===== src/rtl/apb_pkg.sv =====
// Shared definitions for the APB3 master bridge: FSM encoding, data width and error response value.
package apb_pkg;

    localparam int APB_DW = 32;
    localparam logic [APB_DW-1:0] ERR_RDATA = '0;

    typedef enum logic [1:0] {
        ST_IDLE   = 2'd0,
        ST_SETUP  = 2'd1,
        ST_ACCESS = 2'd2,
        ST_RESP   = 2'd3
    } apb_state_e;

    // Width of a counter that must hold values 0..max_val (never narrower than 1 bit).
    function automatic int cnt_width(input int max_val);
        return (max_val < 2) ? 1 : $clog2(max_val + 1);
    endfunction

endpackage


===== src/rtl/apb_slv_decode.sv =====
// Address-to-slave decoder: one-hot select from the slave-index field, error when the index has no slave.
module apb_slv_decode
    import apb_pkg::*;
#(
    parameter int AW      = 16,
    parameter int NSLV    = 4,
    parameter int SLV_LSB = 12,
    parameter int IW      = 2
) (
    input  logic [AW-1:0]   addr,
    output logic [NSLV-1:0] sel,
    output logic            decode_err
);

    logic [IW-1:0] idx;
    logic [AW-1:0] unused_addr;

    assign idx         = addr[SLV_LSB +: IW];
    assign unused_addr = addr;
    assign decode_err  = (32'(idx) >= 32'(NSLV));

    // NOTE: every always_comb output gets a default before any branch, so no latch can be inferred.
    always_comb begin
        sel = '0;
        for (int i = 0; i < NSLV; i++) begin
            sel[i] = (idx == IW'(i));
        end
    end

endmodule


===== src/rtl/apb_master_bridge.sv =====
// APB3 initiator: accepts one CPU req/gnt transaction at a time, runs SETUP/ACCESS on the decoded
// slave, and returns read data or an error (slave error, decode error, timeout) as a one-cycle rvalid.
module apb_master_bridge
    import apb_pkg::*;
#(
    parameter int AW      = 16,
    parameter int NSLV    = 4,
    parameter int SLV_LSB = 12,
    parameter int IW      = 2,
    parameter int TIMEOUT = 255
) (
    input  logic                   apb_pclk,
    input  logic                   apb_prst,
    input  logic                   cpu_req,
    input  logic                   cpu_we,
    input  logic [AW-1:0]          cpu_addr,
    input  logic [APB_DW-1:0]      cpu_wdata,
    output logic                   cpu_gnt,
    output logic                   cpu_rvalid,
    output logic [APB_DW-1:0]      cpu_rdata,
    output logic                   cpu_err,
    output logic [NSLV-1:0]        apb_psel,
    output logic                   apb_penable,
    output logic                   apb_pwrite,
    output logic [AW-1:0]          apb_paddr,
    output logic [APB_DW-1:0]      apb_pwdata,
    input  logic [NSLV*APB_DW-1:0] apb_prdata,
    input  logic [NSLV-1:0]        apb_pready,
    input  logic [NSLV-1:0]        apb_pslverr
);

    localparam int CW = cnt_width(TIMEOUT);
    localparam logic [CW-1:0] TO_LAST = CW'((TIMEOUT > 0) ? TIMEOUT - 1 : 0);

    apb_state_e state_q, state_d;

    logic                 we_q;
    logic [AW-1:0]        addr_q;
    logic [APB_DW-1:0]    wdata_q;
    logic [NSLV-1:0]      sel_q;
    logic [CW-1:0]        tcnt_q;
    logic [APB_DW-1:0]    rdata_q;
    logic                 err_q;

    logic [NSLV-1:0]      dec_sel;
    logic                 dec_err;
    logic                 sel_ready;
    logic                 sel_err;
    logic [APB_DW-1:0]    sel_rdata;
    logic                 access_done;
    logic                 access_abort;

    apb_slv_decode #(
        .AW      (AW),
        .NSLV    (NSLV),
        .SLV_LSB (SLV_LSB),
        .IW      (IW)
    ) u_decode (
        .addr       (cpu_addr),
        .sel        (dec_sel),
        .decode_err (dec_err)
    );

    // Only the latched target slave's response lines reach the FSM.
    always_comb begin
        sel_ready = 1'b0;
        sel_err   = 1'b0;
        sel_rdata = '0;
        for (int i = 0; i < NSLV; i++) begin
            if (sel_q[i]) begin
                sel_ready = apb_pready[i];
                sel_err   = apb_pslverr[i];
                sel_rdata = apb_prdata[APB_DW*i +: APB_DW];
            end
        end
    end

    always_comb begin
        state_d      = state_q;
        cpu_gnt      = 1'b0;
        access_done  = 1'b0;
        access_abort = 1'b0;
        unique case (state_q)
            ST_IDLE: begin
                if (cpu_req) begin
                    cpu_gnt = 1'b1;
                    state_d = dec_err ? ST_RESP : ST_SETUP;
                end
            end
            ST_SETUP: state_d = ST_ACCESS;
            ST_ACCESS: begin
                if (sel_ready) begin
                    access_done = 1'b1;
                    state_d     = ST_RESP;
                end else if ((TIMEOUT != 0) && (tcnt_q == TO_LAST)) begin
                    access_abort = 1'b1;
                    state_d      = ST_RESP;
                end
            end
            ST_RESP: state_d = ST_IDLE;
            default: state_d = ST_IDLE;
        endcase
    end

    // NOTE: sequential state uses non-blocking assignments so every flop samples pre-edge values.
    always_ff @(posedge apb_pclk or posedge apb_prst) begin
        if (apb_prst) begin
            state_q <= ST_IDLE;
        end else begin
            state_q <= state_d;
        end
    end

    always_ff @(posedge apb_pclk or posedge apb_prst) begin
        if (apb_prst) begin
            we_q    <= 1'b0;
            addr_q  <= '0;
            wdata_q <= '0;
            sel_q   <= '0;
            tcnt_q  <= '0;
            rdata_q <= ERR_RDATA;
            err_q   <= 1'b0;
        end else begin
            if (cpu_gnt) begin
                we_q    <= cpu_we;
                addr_q  <= cpu_addr;
                wdata_q <= cpu_wdata;
                sel_q   <= dec_sel;
                tcnt_q  <= '0;
                if (dec_err) begin
                    rdata_q <= ERR_RDATA;
                    err_q   <= 1'b1;
                end
            end
            if ((state_q == ST_ACCESS) && !sel_ready && (tcnt_q != '1)) begin
                tcnt_q <= tcnt_q + CW'(1);
            end
            if (access_done) begin
                err_q   <= sel_err;
                rdata_q <= (we_q || sel_err) ? ERR_RDATA : sel_rdata;
            end
            if (access_abort) begin
                err_q   <= 1'b1;
                rdata_q <= ERR_RDATA;
            end
        end
    end

    // APB and CPU outputs decode straight from flops, so reset clears them without a clock edge.
    assign apb_psel    = ((state_q == ST_SETUP) || (state_q == ST_ACCESS)) ? sel_q : '0;
    assign apb_penable = (state_q == ST_ACCESS);
    assign apb_pwrite  = we_q;
    assign apb_paddr   = addr_q;
    assign apb_pwdata  = we_q ? wdata_q : '0;

    assign cpu_rvalid  = (state_q == ST_RESP);
    assign cpu_rdata   = cpu_rvalid ? rdata_q : ERR_RDATA;
    assign cpu_err     = cpu_rvalid && err_q;

    a_psel_onehot: assert property (@(posedge apb_pclk) disable iff (apb_prst) $onehot0(apb_psel));
    a_penable_sel: assert property (@(posedge apb_pclk) disable iff (apb_prst) apb_penable |-> (apb_psel != '0));

endmodule

===== config.mk =====
export PLATFORM = sky130hd
export DESIGN_NAME = apb_master_bridge
export DESIGN_NICKNAME = d
export VERILOG_FILES = /design/src/rtl/apb_pkg.sv /design/src/rtl/apb_slv_decode.sv /design/src/rtl/apb_master_bridge.sv
export SDC_FILE = /design/constraint.sdc
export NUM_CORES = 1
export LEC_CHECK = 0
export ABC_CLOCK_PERIOD_IN_PS = 4190
export CORE_MARGIN = 5
export CORE_UTILIZATION = 41
export CTS_CLUSTER_DIAMETER = 200
export DETAILED_ROUTE_END_ITERATION = 7
export PLACE_DENSITY = 0.82
export SYNTH_ARGS = -nofsm -noshare
export SYNTH_HDL_FRONTEND = slang
export SYNTH_SLANG_ARGS = --single-unit

===== constraint.sdc =====
create_clock -name apb_pclk -period 4.19 [get_ports apb_pclk]
set_clock_uncertainty 0.2 [all_clocks]
set_input_delay 0.838 -clock apb_pclk [delete_from_list [all_inputs] [get_ports apb_pclk]]
set_output_delay 0.838 -clock apb_pclk [all_outputs]
set_load 0.02 [all_outputs]

==> reports/qor.txt, run 1 <==
Setup TNS = 0 ns
Max Cap Violations = 0
CP dominant cell by count = clkdlybuf4s50_1
# setup viols final = 0
Area growth from synthesis to layout = 58.22%
Post-DR vias/cell = 5.358
Min-Delay Startpoint = rdata_q[27]
Hold Path Stages = 1
Pleak = 3.485 nW
Die extent in y = 125.3 um
Number of clock sinks = 96
Crit-path max FO = 13
Total power = 5.921 mW
DRT Pass-1 Iters = 5
FF-to-FF Start = sel_q[3]
DIE WIDTH = 125.3 um
H-tree levels = 3
Yosys reg bits = 96
Average wire per standard cell = 20.18 um
EDFF count, synth = 0
Site Rows = 42
RSZ-0062 raised after global routing = no
Largest cells by area after synthesis = dfrtp_1 (44%), mux2_2 (10%), o2bb2ai_2 (8.3%), and2_1 (7.9%), a221o_1 (5.9%)
CP max stage delay = 0.64 ns
R2R cell count = 4
Area share of the largest cell type after synthesis = 0.4410
CTS tree = yes
Synth Net Count = 697
Clock latency on the worst-skew pair = 0.34 ns
# IOs = 277
Port Buffers = 276
Worst R2R End = rdata_q[8]
Total global-route track usage = 0.2400
Antenna violations before repair = 2
Hold Crit Class = reg -> reg
Critical-path cell list = clkdlybuf4s50_1 -> nand2_1 -> inv_2 -> clkdlybuf4s50_1
WHS Endpoint = rdata_q[27]
Synth Cell Area = 0.005448 sq mm
Max-slew headroom = 0.2760
Hpwl dp = 14170 um
# DRC = 0
Reg clk slew, reported paths = 0.07 ns
Hold_buf cts = 0
Largest net degree at the start of global routing = 88
Pwr dens = 686.9 mW/mm^2
CTS root buf = clkbuf_16
Worst slew pin tran = 1.086 ns
Slew Viols, Final = 0
Hold_ws = 0.2890 ns
Synth async-reset ratio = 1.000
R2R Setup Slk = 1.31 ns
Clk buf depth = 2
First-pass GRT wire length = 29990 um
Critical path data required time = 3.15 ns
Status = finished, final reports clean
Hold Violations, Final = 0
Core Box Area = 0.01314 sq mm
Routed vias = 5026
# resized after CTS = 0
GRT overflow = 0
Post-synthesis average cell area = 10.83 sq um
Syn. warnings = 0
Crit path capture type = primary output
Share of cells above drive strength 1 = 0.1474
Post-Route WL = 18930 um
Cell taking the most area after synthesis = dfrtp_1
Total Nets Final = 949
Cells after Synth = 503
# Post-CTS Setup Buffers = 0
Crit Path Class = in -> out
Final RePlAce weighted congestion = 0.9111
Initial core utilization = 0.4147
Fmax = 295.8 MHz
Final period util = 0.8069
Vias in the first global route = 5451
Post-synthesis sequential area ratio = 0.4410
Initial DRC count = 284
Routed Antenna Nets = 0
Area of the die = 0.01569 sq mm
Main synth FF type = dfrtp_1
Synth cell types = 44
Crit-path slowest cell = clkdlybuf4s50_1
Critical path data arrival time = 2.34 ns
Post-layout minimum cycle time = 3.381 ns
Setup crit start kind = primary input
Max VDD drop = 463.4 uV
TritonCTS buffer count = 9
## area by class of cell
type	instances	area, sq um
Clock inverter	7	77.57
Clock buffer	9	225.2
Sequential cell	96	2405
Inverter	43	163.9
Tap cell	176	220.2
Multi-Input combinational cell	321	2700
Antenna cell	2	5.005
Timing Repair Buffer	284	2823
Fill cell	1011	4518
## worst max-delay path: cells and delay by family
kind | cells | cell delay [ns]
buffers and inverters | 3 | 1.25
AND/OR/NAND/NOR | 1 | 0.26
## sequential cells by signal, summed over array words and instances, names as in the netlist
register / count
rdata_q: 32
wdata_q: 32
state_q: 2
apb_pwrite: 1
apb_paddr: 16
sel_q: 4
err_q: 1
tcnt_q: 8
## kinds of logic after synthesis
| group | Yosys count | share of synthesized area |
|---|---|---|
| AOI/OAI and AO/OA | 155 | 0.2529 |
| xor gates and xnor gates | 1 | 0.001608 |
| adders and majority gates | 6 | 0.01378 |
| buffers and inverters | 86 | 0.06615 |
| DFF | 96 | 0.4410 |
| muxes | 51 | 0.1052 |
| and+or+nand+nor | 108 | 0.1194 |
## synthesized netlist by cell type (all sizes together) (2+ instances only)
| master | n |
|---|---|
| or4 | 4 |
| a211oi | 3 |
| ha | 6 |
| o221ai | 3 |
| nor2b | 3 |
| and2 | 69 |
| o21a | 2 |
| inv | 42 |
| o211ai | 2 |
| a21oi | 35 |
| mux2 | 50 |
| nand2b | 5 |
| clkbuf | 31 |
| dfrtp | 96 |
| o21ai | 8 |
| nand2 | 14 |
| a221o | 32 |
| buf | 12 |
| nand4 | 2 |
| nand3 | 3 |
| a22oi | 32 |
| o2bb2ai | 32 |
| nand3b | 2 |
| nor3 | 2 |
## power by group
part | internal (mW) | switching, mW | leakage (nW)
combinational | 1.67 | 1.72 | 2.13
sequential | 1.36 | 0.340 | 1.20
clock | 0.470 | 0.367 | 0.147
total | 3.50 | 2.42 | 3.49
## through the flow
stage / cells / worst slack, ns / instance area [sq um] / util
3_5_place_dp: 920 / 0.6744 / 8312 / 0.6327
2_1_floorplan: 503 / 0.6466 / 5448 / -
6_report: 938 / 0.8091 / 8620 / 0.6561
4_1_cts: 936 / 0.8002 / 8615 / 0.6557
5_1_grt: 938 / 0.6942 / 8620 / 0.6561
3_3_place_gp: 920 / 0.7608 / 8312 / 0.6327
## worst max path at each step
stage	start	end
2_1_floorplan	apb_prst	apb_paddr[0]
3_3_place_gp	apb_pready[1]	rdata_q[31]
3_5_place_dp	apb_pready[1]	rdata_q[0]
4_1_cts	cpu_req	cpu_gnt
5_1_grt	cpu_req	cpu_gnt
6_report	cpu_req	cpu_gnt
## layer usage
metal / global-route usage / vias to the layer above / wire length (um) / share of wire
met2: 0.3948 / 225 / 9259 / 0.49
met4: 0.09120 / 0 / 499 / 0.026
met3: 0.08273 / 29 / 1739 / 0.092
li1: - / 2325 / - / -
met1: 0.2916 / 2447 / 7433 / 0.39
met5: 0 / - / 0 / 0
## placed cells by master (no fill, tap or decap), drive strengths merged, types with 2 or more instances in the layout
master,n
nor2b,3
inv,47
ha,6
nand4,2
o21ai,8
diode,2
mux2,50
o221ai,3
o211ai,2
o21a,2
clkdlybuf4s50,276
o2bb2ai,32
a21oi,35
a221o,32
nand3b,2
clkbuf,9
buf,8
nand3,3
or4,4
nand2b,5
and2,69
a211oi,3
dfrtp,96
nand2,14
a22oi,32
nor3,2
(Power assumes the default switching activity.)
==> run 2, diff against run 1 <==
- ABC_CLOCK_PERIOD_IN_PS: 4190 -> 3050
- CORE_UTILIZATION: 41 -> 37
- PLACE_DENSITY: 0.82 -> 0.78
- clock period: 4.19 -> 3.05 ns (I/O delays scaled with it)
==> run 2 against run 1 <==
Effect of this change: sequential share of layout area shrank 0.30 points; routed wire length shrank 5.2%; combinational power grew 39%; sequential power grew 37%; first-iteration DRC count shrank 34%; critical endpoint is now apb_psel[1]; largest power group unchanged.
==> reports/qor.txt, run 2 (same netlist as run 1, synthesis figures left out) <==
Core Box Area = 0.01448 sq mm (+10%)
Final RePlAce weighted congestion = 0.8414 (-7.7%)
DIE WIDTH = 131.3 um (+4.8%)
Post-Route WL = 17940 um (-5.2%)
Pleak = 3.517 nW (+0.91%)
DRT Pass-1 Iters = 5 (unchanged)
TritonCTS buffer count = 9 (unchanged)
First-pass GRT wire length = 29220 um (-2.6%)
Final Non-Filler Cells = 948 (+1.1%)
Initial core utilization = 0.3763 (-0.03841)
Post-layout minimum cycle time = 2.833 ns
Status = finished, final reports clean
Clock latency on the worst-skew pair = 0.34 ns (about the same)
Post-DR vias/cell = 5.289 (-1.3%)
Crit-path slowest cell = clkdlybuf4s50_1
Hold_buf cts = 0 (unchanged)
Critical path data arrival time = 2.02 ns (-0.32 ns)
Initial DRC count = 187 (-34%)
Final period util = 0.9289
Pwr dens = 944.8 mW/mm^2 (+38%)
Largest net degree at the start of global routing = 97 (+10%)
CTS tree = yes
Total global-route track usage = 0.2046 (-0.03539)
Max VDD drop = 610.5 uV (+32%)
Number of clock sinks = 96 (unchanged)
Slew Viols, Final = 0 (unchanged)
Max Cap Violations = 0 (unchanged)
# setup viols final = 0 (unchanged)
GRT overflow = 0 (unchanged)
Share of cells above drive strength 1 = 0.1518 (+0.004464)
Hpwl dp = 13490 um (-4.9%)
Worst slew pin tran = 0.6143 ns (-0.4718 ns)
Site Rows = 44 (+4.8%)
Fmax = 353.0 MHz
Antenna cells = 0 (-2)
Total power = 8.236 mW (+39%)
Critical-path cell list = inv_1 -> ha_1 -> and2_1 -> clkdlybuf4s50_1
Crit Path Class = reg -> out
Critical path data required time = 2.24 ns (-0.91 ns)
CP max stage delay = 0.69 ns (+0.05 ns)
Dpl cells = 933 (+1.4%)
Hold Crit Class = reg -> reg
Hold Violations, Final = 0 (unchanged)
Area growth from synthesis to layout = 60.01%
# DRC = 0 (unchanged)
CTS root buf = clkbuf_16
Antenna violations before repair = 0 (-2)
Setup TNS = 0 ns (unchanged)
RSZ-0062 raised after global routing = no
Setup crit start kind = flip-flop
CP top delay family = buffers and inverters
Reg clk slew, reported paths = 0.07 ns (about the same)
Routed Antenna Nets = 0 (unchanged)
Crit path buf inv count = 2 (-1)
H-tree levels = 3 (unchanged)
Crit-path max FO = 5 (-8)
Crit path capture type = primary output
Max-slew headroom = 0.5905 (+0.3145)
Most common cell after layout, fill and taps aside = clkdlybuf4s50_1
Vias in the first global route = 5478 (+0.50%)
Routed vias = 5014 (-0.24%)
Average wire per standard cell = 18.92 um (-6.2%)
Total Nets Final = 954 (+0.53%)
Most frequent cells in the layout = clkdlybuf4s50_1 (276), dfrtp_1 (93), and2_1 (69), mux2_2 (49), inv_1 (41)
Area of the die = 0.01725 sq mm (+9.9%)
Clk buf depth = 2 (unchanged)
# IOs = 277 (unchanged)
Die extent in y = 131.3 um (+4.8%)
Port Buffers = 276 (unchanged)
[run 2: repair_timing]
item,4_1_cts,5_1_grt
setup endpoints to repair,0,32
buffers inserted,0,0
resized for setup,0,1
[run 2: layout make-up]
class | count | area, sq um
clock buffer | 9 | 225.2
clock inverter | 6 | 92.59
fill | 1158 | 5762
inverter | 43 | 165.2
multi-input combinational | 321 | 2700
sequential | 96 | 2406
tap | 184 | 230.2
timing repair buffer | 289 | 2898
[run 2: final timing paths]
path | start | endpoint | slack, ns | cells past startpoint
worst min register to register | rdata_q[16] | rdata_q[16] | 0.29 | 1
max in group asynchronous | apb_prst | sel_q[3] | 1.67 | 3
worst max-delay path | state_q[0] | apb_psel[1] | 0.22 | 4
worst min-delay path | rdata_q[16] | rdata_q[16] | 0.29 | 1
worst max register to register | sel_q[2] | rdata_q[0] | 0.71 | 5
min in group asynchronous | apb_prst | wdata_q[19] | 0.59 | 3
[run 2: power breakdown]
group	leakage [nW]	internal [mW]	switching, mW	total, mW
combinational	2.17	2.35	2.35	4.70
sequential	1.20	1.87	0.463	2.33
clock	0.148	0.718	0.482	1.20
total	3.52	4.94	3.30	8.24
[run 2: layer usage]
layer	vias up	global-route usage	part of all wire
met5	-	0	0
met4	0	0.06571	0.021
met3	32	0.09213	0.11
met2	250	0.3324	0.46
met1	2393	0.2428	0.40
li1	2339	-	-
[run 2: worst register-to-register path: stages, from the launching register on]
cell	delay [ns]
dfrtp_2	0.38
buf_4	0.40
a221oi_1	0.19
or4_2	0.69
buf_12	0.21
o2bb2ai_1	0.18
[run 2: through the flow]
stage	utilization	setup slack, ns	instance area [sq um]	hold slack [ns]
global route	0.6021	0.1005	8717	0.3012
finish	0.6021	0.2170	8717	0.2892
CTS	0.6020	0.01241	8716	0.2934
floorplan	-	0.8548	5451	0.2481
detailed placement	0.5800	0.1909	8398	0.2735
global placement	0.5800	0.2502	8398	0.2724
==> run 3, diff against run 2 <==
- ABC_CLOCK_PERIOD_IN_PS: 3050 -> 2300
- RECOVER_POWER: default -> 100
- clock period: 3.05 -> 2.3 ns (I/O delays scaled with it)
==> run 3 against run 2 <==
Effect of this change: register-to-register slack got worse by 0.56 ns; sequential cell count did not move; critical path depth did not move; cell count rose by 1.6%; combinational power rose by 27%; power rose by 26%.
==> reports/qor.txt, run 3 (same netlist as run 1, synthesis figures left out) <==
Status = finished, final reports clean
Crit path capture type = primary output
Net switching power = 4.307 mW (+31%)
Crit-path slowest cell = dfrtp_1
Fmax = 450.3 MHz
Total global-route track usage = 0.2100 (+0.005466)
Average wire per standard cell = 19.13 um (+1.1%)
Hold Violations, Final = 0 (unchanged)
GRT overflow = 0 (unchanged)
DIE WIDTH = 131.3 um (unchanged)
Largest net degree at the start of global routing = 97 (unchanged)
Initial core utilization = 0.3763 (unchanged)
# setup viols final = 0 (unchanged)
Crit Path Class = reg -> out
Setup crit start kind = flip-flop
Reg clk slew, reported paths = 0.08 ns (about the same)
Layout fillers = 1211 (+4.6%)
# DRC = 0 (unchanged)
Routed vias = 5088 (+1.5%)
Most common cell after layout, fill and taps aside = clkdlybuf4s50_1
# IOs = 277 (unchanged)
H-tree levels = 3 (unchanged)
Area growth from synthesis to layout = 56.22%
Max-slew headroom = 0.1912 (-0.3993)
Die extent in y = 131.3 um (unchanged)
CTS tree = yes
Hold Path Stages = 1 (unchanged)
Hpwl dp = 13680 um (+1.5%)
Crit-path max FO = 34 (+29)
Hold_buf cts = 0 (unchanged)
Antenna cells = 0 (unchanged)
Critical path data arrival time = 1.56 ns (-0.46 ns)
Pwr dens = 1221 mW/mm^2 (+29%)
Seq pwr share = 0.283 (about the same)
DRT Pass-1 Iters = 4 (-1)
Pre-CTS worst setup slack = -0.3934 ns (-0.5842 ns)
# Post-CTS Setup Buffers = 0 (unchanged)
Max VDD drop = 1021 uV (+67%)
Number of clock sinks = 96 (unchanged)
Slew Viols, Final = 0 (unchanged)
R2R cell count = 7 (+2)
Site Rows = 44 (unchanged)
R2R Setup Slk = 0.15 ns (-0.56 ns)
Total Nets Final = 968 (+1.5%)
Area of the die = 0.01725 sq mm (unchanged)
Share of cells above drive strength 1 = 0.1656 (+0.01376)
Crit path buf inv count = 2 (unchanged)
Core Box Area = 0.01448 sq mm (unchanged)
CTS root buf = clkbuf_16
CP max stage delay = 0.41 ns (-0.28 ns)
Port Buffers = 276 (unchanged)
Most frequent cells in the layout = clkdlybuf4s50_1 (188), dfrtp_1 (94), mux2_2 (49), and2_1 (49), inv_1 (41)
TritonCTS buffer count = 9 (unchanged)
Post-DR vias/cell = 5.283 (-0.10%)
Routed Antenna Nets = 0 (unchanged)
Final RePlAce weighted congestion = 0.8379 (-0.42%)
Min-Delay Startpoint = rdata_q[18]
CP top delay family = buffers and inverters
Clk buf depth = 2 (unchanged)
Comb pwr share = 0.576 (+0.005)
Pleak = 3.644 nW (+3.6%)
Hold Crit Class = reg -> reg
Worst R2R End = tcnt_q[5]
Worst slew pin tran = 1.213 ns (+0.5989 ns)
Post-Route WL = 18430 um (+2.7%)
First-pass GRT wire length = 29880 um (+2.3%)
Layout Utilization = 0.5878 (-0.01426)
Critical-path cell list = ha_2 -> buf_12 -> and2_0 -> clkdlybuf4s15_2
Clock power frac = 0.141 (-0.005)
Total power = 10.39 mW (+26%)
PnR worst setup slack = 0.07934 ns (-0.1376 ns)
WHS Endpoint = rdata_q[18]
Post-layout minimum cycle time = 2.221 ns
Final period util = 0.9655
Max Cap Violations = 0 (unchanged)
FF-to-FF Start = state_q[0]
Critical path data required time = 1.64 ns (-0.60 ns)
Int Power = 6.087 mW (+23%)
RSZ-0062 raised after global routing = no
Clock latency on the worst-skew pair = 0.35 ns (about the same)
Hold_ws = 0.2819 ns (-0.007304 ns)
Switching share of power = 0.4143 (+0.01387)
Vias in the first global route = 5495 (+0.31%)
Antenna violations before repair = 0 (unchanged)
Initial DRC count = 252 (+35%)
[run 3: how the worst max path moves through the flow]
stage / start / end / slack [ns] / cells after the start
after global placement: apb_pready[1] / rdata_q[0] / -0.34 / 6
after global routing: state_q[0] / cpu_rdata[4] / 0.003 / 4
after floorplan: sel_q[3] / rdata_q[10] / 0.23 / 7
after CTS: state_q[0] / cpu_err / 0.003 / 4
final: state_q[0] / cpu_rdata[1] / 0.08 / 4
after detailed placement: apb_pready[1] / rdata_q[31] / -0.39 / 6
[run 3: what timing repair did]
item | CTS | global route
gates resized for setup | 130 | 29
cloned | 1 | 0
endpoints found under the setup margin | 102 | 50
[run 3: per-layer routing]
layer / vias up / track usage / part of all wire
met1: 2451 / 0.2422 / 0.40
met2: 244 / 0.3502 / 0.47
met5: - / 0 / 0
met4: 0 / 0.05657 / 0.016
li1: 2372 / - / -
met3: 21 / 0.1009 / 0.12
[run 3: area by class of cell]
| type | count | area, sq um | share of cell area |
|---|---|---|---|
| clock buffers | 10 | 239.0 | 0.02808 |
| well taps | 184 | 230.2 | 0.02705 |
| clock inverters | 6 | 52.55 | 0.006175 |
| repair buffers | 303 | 2858 | 0.3358 |
| flip-flops and latches | 96 | 2405 | 0.2826 |
| multi-input cells | 321 | 2561 | 0.3009 |
| inverters | 43 | 165.2 | 0.01941 |
[run 3: power by group through the flow]
| stage | combinational [mW] | clock (mW) | sequential, mW |
|---|---|---|---|
| finish | 5.99 | 1.47 | 2.94 |
| floorplan | 3.87 | 0 | 3.05 |
| global route | 6.53 | 1.59 | 3.05 |
| global placement | 6.48 | 0 | 2.96 |
| CTS | 6.50 | 1.51 | 2.99 |
| detailed placement | 6.64 | 0 | 3.00 |
[run 3: metrics by stage]
stage	instances	TNS, ns	area, sq um
floorplan	503	0	5451
global placement	946	-10.32	8541
detailed placement	946	-12.27	8541
CTS	963	0	8866
global route	963	0	8511
finish	963	0	8511
